[src/rtl/md_unit_pkg.sv]
// md_unit shared constants: MD_op encodings and op-class helpers.
// MD_UNIT_MADD_EN enables the MADD/MADDU/MSUB/MSUBU group.
package md_unit_pkg;

  localparam int CNT_W = 5;

`ifdef MD_UNIT_MADD_EN
  localparam bit MADD_EN = 1'b1;
`else
  localparam bit MADD_EN = 1'b0;
`endif

  typedef enum logic [3:0] {
    MD_NONE  = 4'd0,
    MD_MULT  = 4'd1,
    MD_MULTU = 4'd2,
    MD_DIV   = 4'd3,
    MD_DIVU  = 4'd4,
    MD_MTHI  = 4'd5,
    MD_MTLO  = 4'd6,
    MD_MFHI  = 4'd7,
    MD_MFLO  = 4'd8,
    MD_MADD  = 4'd9,
    MD_MADDU = 4'd10,
    MD_MSUB  = 4'd11,
    MD_MSUBU = 4'd12
  } md_op_e;

  function automatic logic md_is_acc(
    input logic [3:0] op
  );
    return MADD_EN &&
      (op inside {MD_MADD, MD_MADDU,
                  MD_MSUB, MD_MSUBU});
  endfunction

  function automatic logic md_is_mul(
    input logic [3:0] op
  );
    return op inside {MD_MULT, MD_MULTU};
  endfunction

  function automatic logic md_is_div(
    input logic [3:0] op
  );
    return op inside {MD_DIV, MD_DIVU};
  endfunction

  function automatic logic md_is_run(
    input logic [3:0] op
  );
    return md_is_mul(op) | md_is_div(op) |
      md_is_acc(op);
  endfunction

  function automatic logic md_is_signed(
    input logic [3:0] op
  );
    return op inside {MD_MULT, MD_DIV,
                      MD_MADD, MD_MSUB};
  endfunction

  function automatic logic md_is_sub(
    input logic [3:0] op
  );
    return op inside {MD_MSUB, MD_MSUBU};
  endfunction

  // Codes that must hold decode while presented.
  function automatic logic md_is_class(
    input logic [3:0] op
  );
    return md_is_run(op) |
      (op inside {MD_MTHI, MD_MTLO,
                  MD_MFHI, MD_MFLO});
  endfunction

endpackage

[src/rtl/md_calc.sv]
// md_calc: combinational product/quotient/remainder for md_unit.
// MD_UNIT_MADD_EN adds the {HI,LO} accumulate path.
module md_calc
  import md_unit_pkg::*;
#(
  parameter int WIDTH = 32
) (
  input  logic [3:0]       op,
  input  logic [WIDTH-1:0] a,
  input  logic [WIDTH-1:0] b,
  input  logic [WIDTH-1:0] hi,
  input  logic [WIDTH-1:0] lo,
  output logic [WIDTH-1:0] hi_n,
  output logic [WIDTH-1:0] lo_n
);

  localparam int W2 = 2 * WIDTH;

  logic             sgn;
  logic             a_neg;
  logic             b_neg;
  logic             b_zero;
  logic             div_ok;
  logic             div_z;
  logic             mul_op;
  logic [WIDTH-1:0] a_mag;
  logic [WIDTH-1:0] b_mag;
  logic [WIDTH-1:0] q_mag;
  logic [WIDTH-1:0] r_mag;
  logic [WIDTH-1:0] quo;
  logic [WIDTH-1:0] rem;
  logic [W2-1:0]    p_mag;
  logic [W2-1:0]    prod;

  // Signed ops work on magnitudes; signs reapplied after.
  assign sgn    = md_is_signed(op);
  assign a_neg  = sgn & a[WIDTH-1];
  assign b_neg  = sgn & b[WIDTH-1];
  assign a_mag  = a_neg ? -a : a;
  assign b_mag  = b_neg ? -b : b;
  assign b_zero = (b == '0);

  assign p_mag = {{WIDTH{1'b0}}, a_mag} *
                 {{WIDTH{1'b0}}, b_mag};
  assign prod  = (a_neg ^ b_neg) ? -p_mag : p_mag;

  // MIN / -1 wraps to MIN naturally via the magnitude path.
  assign q_mag = b_zero ? '0 : a_mag / b_mag;
  assign r_mag = b_zero ? '0 : a_mag % b_mag;
  assign quo   = (a_neg ^ b_neg) ? -q_mag : q_mag;
  assign rem   = a_neg ? -r_mag : r_mag;

  assign div_ok = md_is_div(op) & ~b_zero;
  assign div_z  = md_is_div(op) & b_zero;
  assign mul_op = md_is_mul(op);

`ifdef MD_UNIT_MADD_EN
  logic          acc_op;
  logic [W2-1:0] acc;

  assign acc_op = md_is_acc(op);
  assign acc    = md_is_sub(op) ?
                  {hi, lo} - prod :
                  {hi, lo} + prod;
`endif

  // Select the {HI,LO} result for the latched op.
  always_comb begin
    {hi_n, lo_n} = {hi, lo};
    unique case (1'b1)
      div_ok:  {hi_n, lo_n} = {rem, quo};
      div_z:   {hi_n, lo_n} = {hi, lo};
      mul_op:  {hi_n, lo_n} = prod;
`ifdef MD_UNIT_MADD_EN
      acc_op:  {hi_n, lo_n} = acc;
`endif
      default: {hi_n, lo_n} = {hi, lo};
    endcase
  end

endmodule

[src/rtl/md_unit.sv]
// md_unit: multi-cycle multiply/divide unit with HI/LO registers.
// MD_UNIT_MADD_EN enables the multiply-accumulate ops.
module md_unit
  import md_unit_pkg::*;
#(
  parameter int WIDTH       = 32,
  parameter int MULT_CYCLES = 5,
  parameter int DIV_CYCLES  = 10
) (
  input  logic             clk,
  input  logic             reset,
  input  logic             start,
  input  logic             flush,
  input  logic [3:0]       MD_op,
  input  logic [WIDTH-1:0] A,
  input  logic [WIDTH-1:0] B,
  output logic             busy,
  output logic             stall,
  output logic [WIDTH-1:0] HI,
  output logic [WIDTH-1:0] LO
);

  typedef enum logic {
    IDLE = 1'b0,
    RUN  = 1'b1
  } state_e;

  localparam logic [CNT_W-1:0] MC =
    CNT_W'(MULT_CYCLES);
  localparam logic [CNT_W-1:0] DC =
    CNT_W'(DIV_CYCLES);
  localparam logic [CNT_W-1:0] ONE =
    CNT_W'(1);

  state_e           state;
  state_e           state_n;
  logic [CNT_W-1:0] cnt;
  logic [CNT_W-1:0] cnt_n;
  logic             load;
  logic [3:0]       op_q;
  logic [WIDTH-1:0] a_q;
  logic [WIDTH-1:0] b_q;
  logic [WIDTH-1:0] hi_q;
  logic [WIDTH-1:0] lo_q;
  logic [WIDTH-1:0] hi_n;
  logic [WIDTH-1:0] lo_n;
  logic [WIDTH-1:0] c_hi;
  logic [WIDTH-1:0] c_lo;

  md_calc #(
    .WIDTH(WIDTH)
  ) u_calc (
    .op   (op_q),
    .a    (a_q),
    .b    (b_q),
    .hi   (hi_q),
    .lo   (lo_q),
    .hi_n (c_hi),
    .lo_n (c_lo)
  );

  assign busy  = (state == RUN);
  assign stall = busy |
                 (start & md_is_class(MD_op));
  assign HI    = hi_q;
  assign LO    = lo_q;

  // FSM state and busy counter.
  always_ff @(posedge clk or posedge reset) begin
    if (reset) begin
      state <= IDLE;
      cnt   <= '0;
    end else begin
      state <= state_n;
      cnt   <= cnt_n;
    end
  end

  // Next state, counter and HI/LO update; flush wins.
  always_comb begin
    state_n = state;
    cnt_n   = cnt;
    load    = 1'b0;
    hi_n    = hi_q;
    lo_n    = lo_q;
    unique case (state)
      IDLE: begin
        if (start && !flush) begin
          if (md_is_run(MD_op)) begin
            state_n = RUN;
            load    = 1'b1;
            cnt_n   = md_is_div(MD_op) ? DC : MC;
          end else if (MD_op == MD_MTHI) begin
            hi_n = A;
          end else if (MD_op == MD_MTLO) begin
            lo_n = A;
          end
        end
      end
      RUN: begin
        if (flush) begin
          state_n = IDLE;
          cnt_n   = '0;
        end else if (cnt == ONE) begin
          state_n = IDLE;
          cnt_n   = '0;
          hi_n    = c_hi;
          lo_n    = c_lo;
        end else begin
          cnt_n = cnt - ONE;
        end
      end
      default: begin
        state_n = IDLE;
        cnt_n   = '0;
      end
    endcase
  end

  // Operand latch for the op in flight.
  always_ff @(posedge clk or posedge reset) begin
    if (reset) begin
      op_q <= '0;
      a_q  <= '0;
      b_q  <= '0;
    end else if (load) begin
      op_q <= MD_op;
      a_q  <= A;
      b_q  <= B;
    end
  end

  // HI/LO architectural registers.
  always_ff @(posedge clk or posedge reset) begin
    if (reset) begin
      hi_q <= '0;
      lo_q <= '0;
    end else begin
      hi_q <= hi_n;
      lo_q <= lo_n;
    end
  end

endmodule

[config.mk]
export PLATFORM = sky130hd
export DESIGN_NAME = md_unit
export DESIGN_NICKNAME = d
export VERILOG_FILES = /design/src/rtl/md_unit_pkg.sv /design/src/rtl/md_calc.sv /design/src/rtl/md_unit.sv
export SDC_FILE = /design/constraint.sdc
export NUM_CORES = 2
export LEC_CHECK = 0
export ABC_AREA = 1
export CORE_UTILIZATION = 40
export CTS_CLUSTER_DIAMETER = 200
export CTS_CLUSTER_SIZE = 14
export DETAILED_ROUTE_END_ITERATION = 12
export MAX_ROUTING_LAYER = met4
export PLACE_DENSITY = 0.53
export REMOVE_ABC_BUFFERS = 1
export SLEW_MARGIN = 10
export SYNTH_ARGS = -nofsm -noshare
export SYNTH_HDL_FRONTEND = slang
export SYNTH_HIERARCHICAL = 1
export SYNTH_SLANG_ARGS = --single-unit
[constraint.sdc]
create_clock -name clk -period 89.6 [get_ports clk]
set_clock_uncertainty 0.2 [all_clocks]
set_input_delay 17.92 -clock clk [delete_from_list [all_inputs] [get_ports clk]]
set_output_delay 17.92 -clock clk [all_outputs]
set_load 0.03 [all_outputs]
# After elaboration in Yosys (flattened, before gate mapping)
# Cells that the tools add are included.
dict set report op_classes {
  n_lt_le_gt_ge 0
  div_mod_pow 2
  n_addsub 6
  n_mux 34
  bitwise 10
  n_eq_ne 24
  multipliers 1
  reduce_logical 12
  shift 0
}
# operator n
set ops {}
lappend ops {{32-bit 2-to-1 mux} 17}
lappend ops {{32-bit one-hot mux with 2 select lines} 4}
lappend ops {{32-bit negator} 4}
lappend ops {{32-bit by 32-bit multiplier with 64-bit output} 1}
lappend ops {{64-bit 2-to-1 mux} 1}
lappend ops {{64-bit negator} 1}
lappend ops {{32-bit by 32-bit divider with 32-bit output} 1}
lappend ops {{32-bit zero test} 1}
lappend ops {{32-bit by 32-bit modulo with 32-bit output} 1}
lappend ops {{4-bit by 3-bit == test with 1-bit output, second input constant} 5}
lappend ops {{5-bit 2-to-1 mux} 4}
lappend ops {{4-bit by 2-bit == test with 1-bit output, second input constant} 4}
lappend ops {{2-bit inequality test, second input constant} 7}
lappend ops {{4-bit == test, second input constant} 3}
lappend ops {{5-bit one-hot mux with 2 select lines} 1}
lappend ops {{4-bit by 1-bit == test with 1-bit output, second input constant} 2}
lappend ops {{2-bit nonzero test} 4}
lappend ops {{4-bit nonzero test} 2}
lappend ops {{7-bit AND reduction} 1}
lappend ops {{6-bit AND reduction} 1}
lappend ops {{5-bit by 1-bit == test with 1-bit output, second input constant} 1}
lappend ops {{1-bit 2-to-1 mux} 5}
lappend ops {{5-bit by 1-bit subtractor with 5-bit output, second input constant} 1}
lappend ops {{1-bit bitwise AND} 4}
lappend ops {{other kinds (10)} 13}
dict set report word_totals {
  register_bits 138
  out_inout_bits 66
  mem_bits_ro 0
  ramBits 0
  wordCells 96
  latchBits 0
  inputBits 72
  mem_count 0
}

# Logic depth before layout (Yosys ltp)
dict set report logic_depth {
  depth_word 12
  depth_mapped 588
  mapped_depth_nobuf 576
}

# Modules after synthesis
# The synthesis kept the hierarchy.
# module area_each_um2 seq_area_each_um2 n_inst cells_each
set by_module_without_submodules {}
lappend by_module_without_submodules {md_calc 69759.4 0.0 1 10616}
lappend by_module_without_submodules {md_unit 6357.3 3453.3 1 827}

# Worst setup path after synthesis
# OpenSTA, ideal clock, no wires.
dict set report synth_path {
  path_type {register to register}
  from {register b_q[0]}
  to {register hi_q[31] (netlist: HI[31])}
  arrival_time_ps 66470
  n_path_buf 29
  stages_incl_launch_ff 547
  synth_period_minus_slack_ps 66788
  slack_ps 22812
  setup_ps 118
  t_required_ps 89282
  path_cell_list {dfrtp_1 > buf_4 > clkinv_2 > clkbuf_1 > ha_1 > nor2_1 > xor2_1 > nand2_1 > inv_1 > nand4_1 > nor3_1 > a21oi_1 > ha_1 > nand3_1 > nor4_1 > nand4_1 > nor2_1 > nor2_1 > [511 not listed] > nor2_1 > nand2_1 > nor2_2 > nand4_2 > nor2_2 > nand3_2 > nor2_1 > nand3_1 > nor2_1 > nand2_1 > nand2_1 > nand2_1 > nand3_1 > nand2_1 > nand2_1 > nand2_1 > nand3_1 > nand2_1}
}
dict set report synth_via {
  elab_chain_len 10
  word_cells_on_any_way 18
  classes_between {add/sub (3); mul (1); div (1); eq/ne (1); mux (8); bitwise (2); reduce/logical (2)}
}
# element line
set synth_lines {}
lappend synth_lines {{start, declared} md_unit.sv:42} ;# logic [WIDTH-1:0] b_q;
lappend synth_lines {{start signal, assigned} md_unit.sv:125} ;# b_q <= '0;
lappend synth_lines {{start signal, assigned} md_unit.sv:129} ;# b_q <= B;
lappend synth_lines {{32-bit negator} md_calc.sv:40} ;# assign b_mag = b_neg ? -b : b;
lappend synth_lines {{32-bit 2-to-1 mux} md_calc.sv:40}
lappend synth_lines {{32-bit by 32-bit modulo with 32-bit output} md_calc.sv:49} ;# assign r_mag = b_zero ? '0 : a_mag % b_mag;
lappend synth_lines {{32-bit 2-to-1 mux} md_calc.sv:49}
lappend synth_lines {{32-bit negator} md_calc.sv:51} ;# assign rem = a_neg ? -r_mag : r_mag;
lappend synth_lines {{32-bit 2-to-1 mux} md_calc.sv:51}
lappend synth_lines {{32-bit one-hot mux with 2 select lines (*)} md_calc.sv:70} ;# unique case (1'b1)
lappend synth_lines {{net c_hi[31]} md_unit.sv:47} ;# logic [WIDTH-1:0] c_hi;
lappend synth_lines {{32-bit 2-to-1 mux (*)} md_unit.sv:104} ;# end else if (cnt == ONE) begin
lappend synth_lines {{32-bit 2-to-1 mux (*)} md_unit.sv:101} ;# if (flush) begin
lappend synth_lines {{32-bit one-hot mux with 2 select lines (*)} md_unit.sv:86} ;# unique case (state)
lappend synth_lines {{end signal, assigned} md_unit.sv:139} ;# hi_q <= hi_n;
lappend synth_lines {{end, declared} md_unit.sv:43} ;# logic [WIDTH-1:0] hi_q;
# Mark *: on every way through the listed nets, which the timed path passes. The rest lies on a longest branch. The select of a mux whose other input is x is not followed.
# A chain may end at the register's enable or synchronous reset.

# Worst setup path after layout
dict set report layout_path {
  from {register op_q[0]}
  to {register lo_q[26] (netlist: LO[26])}
}
dict set report layout_via {
  elab_chain_len 12
  word_cells_on_any_way 28
  classes_between {add/sub (2); mul (1); div (1); eq/ne (7); mux (9); bitwise (4); reduce/logical (4)}
}
# element line
set layout_lines {}
lappend layout_lines {{start, declared} md_unit.sv:40} ;# logic [3:0] op_q;
lappend layout_lines {{start signal, assigned} md_unit.sv:127} ;# op_q <= MD_op;
lappend layout_lines {{4-bit by 1-bit == test with 1-bit output (tied with other cells)} {md_unit_pkg.sv:40, md_unit_pkg.sv:59}}
lappend layout_lines {{4-bit nonzero test} md_unit_pkg.sv:59} ;# return op inside {MD_MULT, MD_DIV,
lappend layout_lines {{1-bit bitwise AND, on equally long branches} {md_calc.sv:37, md_calc.sv:38}}
lappend layout_lines {{32-bit 2-to-1 mux, on equally long branches} {md_calc.sv:39, md_calc.sv:40}}
lappend layout_lines {{32-bit by 32-bit divider with 32-bit output} md_calc.sv:48} ;# assign q_mag = b_zero ? '0 : a_mag / b_mag;
lappend layout_lines {{32-bit 2-to-1 mux} md_calc.sv:48}
lappend layout_lines {{32-bit negator} md_calc.sv:50} ;# assign quo = (a_neg ^ b_neg) ? -q_mag : q_mag;
lappend layout_lines {{32-bit 2-to-1 mux} md_calc.sv:50}
lappend layout_lines {{32-bit one-hot mux with 2 select lines (*)} md_calc.sv:70}
lappend layout_lines {{net c_lo[26]} md_unit.sv:48} ;# logic [WIDTH-1:0] c_lo;
lappend layout_lines {{32-bit 2-to-1 mux (*)} md_unit.sv:104}
lappend layout_lines {{32-bit 2-to-1 mux (*)} md_unit.sv:101}
lappend layout_lines {{32-bit one-hot mux with 2 select lines (*)} md_unit.sv:86}
lappend layout_lines {{end signal, assigned} md_unit.sv:140} ;# lo_q <= lo_n;
lappend layout_lines {{end, declared} md_unit.sv:44} ;# logic [WIDTH-1:0] lo_q;
# Marked as above.

==> metrics.yaml <==
die:
  rows: 159
  chipWidth_um: 438.2
  dieArea_um2: 192000
  io_pins: 138
  dieHeight_um: 438.2
  start_util_pct: 40.40
  core-area_um2: 188400
grt:
  grt_pass1_vias: 74811
  antenna_found_initial: 21
  track_usage_pct: 35.35
  grt_max_degree: 74
  grt_pass1_wl_um: 488400
  grt-ovfl-total: 0
cts:
  insertion_delay_ns: 0.53
  cts.sinks: 138
  clkSlewWorstSetupHoldPaths_ns: 0.08
  h-tree-depth: 4
  cts_tree: "done"
  cts-root-buf: "clkbuf_16"
  cts_made_buffers: 17
  clockBufferDepth: 2
route:
  drt-total-wl_um: 332800
  drc: 0
  viasPerCell: 5.504
  wl_per_cell_um: 23.91
  first_iter_violations: 7021
  routed-via-count: 76619
  drt_pre_antenna_iters: 6
  ant_nets: 0
layout:
  multi_input_area_um2: 62810
  register_area_um2: 3455
  drive_gt1_share_pct: 5.816
  final_util_pct: 42.83
  nFillCells: 20139
  areaGrowthSynthToFinish_pct: 6.003
  fin_nets: 13176
sta:
  rsz0062_at_grt: "no"
  worst_slack_ns: 8.540
  finalCritPeriodShare_pct: 90.47
  finalCriticalPeriod_ns: 81.06
  worst_pin_slew_ns: 1.172
  hold_viol: 0
  finalSetupTns_ns: 0
  maxSlewHeadroom_pct: 21.11
  setup_viol: 0
  timing.fmax_mhz: 12.34
  slew_viol_final: 0
synth:
  synthArstFlopShare_pct: 100.0
  synth-main-ff-cell: "dfrtp_1"
  synth_seq_cells: 138
  synth_top_area_share_pct: 23.59
  syn_area_um2: 76120
  yosysUniqueCellTypes: 82
  synth_common_cells: "nand2_1, inv_1, fa_1"
  synth_most_common_cell: "nand2_1"
  synthTopCellsByArea: "fa_1, nand2_1, ha_1"
  synth_enable_flop_cells: 0
  ys_seq_area_share_pct: 4.537
  synth_warnings: 6
  netlist_instances: 11443
  synth_area_per_cell_um2: 6.652
  synth_top_cell_by_area: "fa_1"
placement:
  portBuffers: 137
  dp_slack_ns: 4.921
  place_congestion: 1.011
  hpwlAfterDp_um: 260700
setup_path:
  critPathMaxStageDelay_ns: 0.80
  crit_arrival_ns: 81.33
  cpMostUsedCell: "nand2_1"
  critical_path_class: "register to register"
  end_kind: "register"
  crit_fanout: 43
  required_ns: 89.87
  cpMaxStageDelayCell: "inv_1"
  critPathLaunchType: "register"
run:
  cap_violations: 0
worst_hold_path:
  hold_class: "register to register"
run_status:
  status: "finished clean"
-- worst paths after layout --
| path | from | to | slack, ns | cells past startpoint |
|---|---|---|---|---|
| worst max register to register | op_q[0] | LO[26] | 8.54 | 520 |
| worst min-delay path | b_q[31] | b_q[31] | 0.27 | 2 |
| worst max-delay path | op_q[0] | LO[26] | 8.54 | 520 |
| worst min register to register | b_q[31] | b_q[31] | 0.27 | 2 |
| min in group asynchronous | reset | HI[21] | 17.70 | 2 |
| max in group asynchronous | reset | LO[27] | 69.93 | 3 |
-- what timing repair did --
action,in CTS,in global routing
gates resized for setup,0,38
hold buffers,0,0
setup endpoints to repair,0,64
setup buffers,0,2
-- state kept, by name (all words and copies together), names as in the netlist --
| name | count |
|---|---|
| HI | 32 |
| LO | 32 |
| a_q | 32 |
| b_q | 32 |
| cnt | 5 |
| op_q | 4 |
| busy | 1 |
-- area by class of cell --
cell class,instances,area share [%]
Multi-Input combinational cell,8791,77.84
Clock inverter,14,0.1566
Sequential cell,138,4.281
Antenna cell,9,0.02791
Timing Repair Buffer,299,3.221
Inverter,2156,10.07
Tap cell,2495,3.869
Clock buffer,18,0.5319
-- cells by family after synthesis --
logic type	synth area share, %
AND/OR/NAND/NOR	29.41
buffers and inverters	13.42
adder cells (fa/ha/maj)	36.81
AO/OA/AOI/OAI	10.70
XOR/XNOR	5.127
flip-flops	4.537
-- per-stage QoR --
step           instances  hold slack, ns  area (µm²)
2_1_floorplan      11080          0.2419       74010
3_3_place_gp       13872          0.2593       79870
3_5_place_dp       13872          0.2654       79870
4_1_cts            13904          0.2801       80430
5_1_grt            13920          0.3347       80690
6_report           13920          0.2749       80690
-- critical path, delay by kind of cell, from the launching register on --
kind	cells	cell delay (ns)
compound gates	126	25.69
fa+ha+maj	31	9.65
buf+inv	74	8.88
simple gates	285	35.21
xor+xnor	4	0.55
flops	1	0.48
-- routing by layer --
| layer | wire length, µm | share of wire [%] | vias to the layer above | track usage, % |
|---|---|---|---|---|
| li1 | - | - | 35651 | - |
| met1 | 139600 | 42 | 37363 | 44.78 |
| met2 | 150400 | 45 | 3021 | 55.94 |
| met3 | 25940 | 7.8 | 584 | 5.412 |
| met4 | 16850 | 5.1 | 0 | 14.79 |
| met5 | 0 | 0 | - | - |
-- cell usage in the layout, fill, tap and decap left out, types with 21 or more instances in the layout --
master / n
a211oi_1: 22
a21o_1: 25
a21oi_1: 695
and2_1: 29
buf_4: 159
clkdlybuf4s50_1: 137
dfrtp_1: 137
fa_1: 897
ha_1: 804
inv_1: 2079
inv_2: 56
nand2_1: 3239
nand2_2: 90
nand2_4: 27
nand3_1: 604
nand3_2: 49
nand3b_1: 25
nand4_1: 102
nor2_1: 727
nor2_2: 25
nor2_4: 22
nor3_1: 105
nor4_1: 39
o211ai_1: 38
o21a_1: 21
o21ai_0: 319
o21ai_1: 63
o21ai_2: 40
o21bai_1: 33
o31ai_1: 26
or2_2: 92
xnor2_1: 140
xor2_1: 294
Power is not shown: default switching activity piles up to over one toggle a cycle in this logic, so the estimate is an artifact.
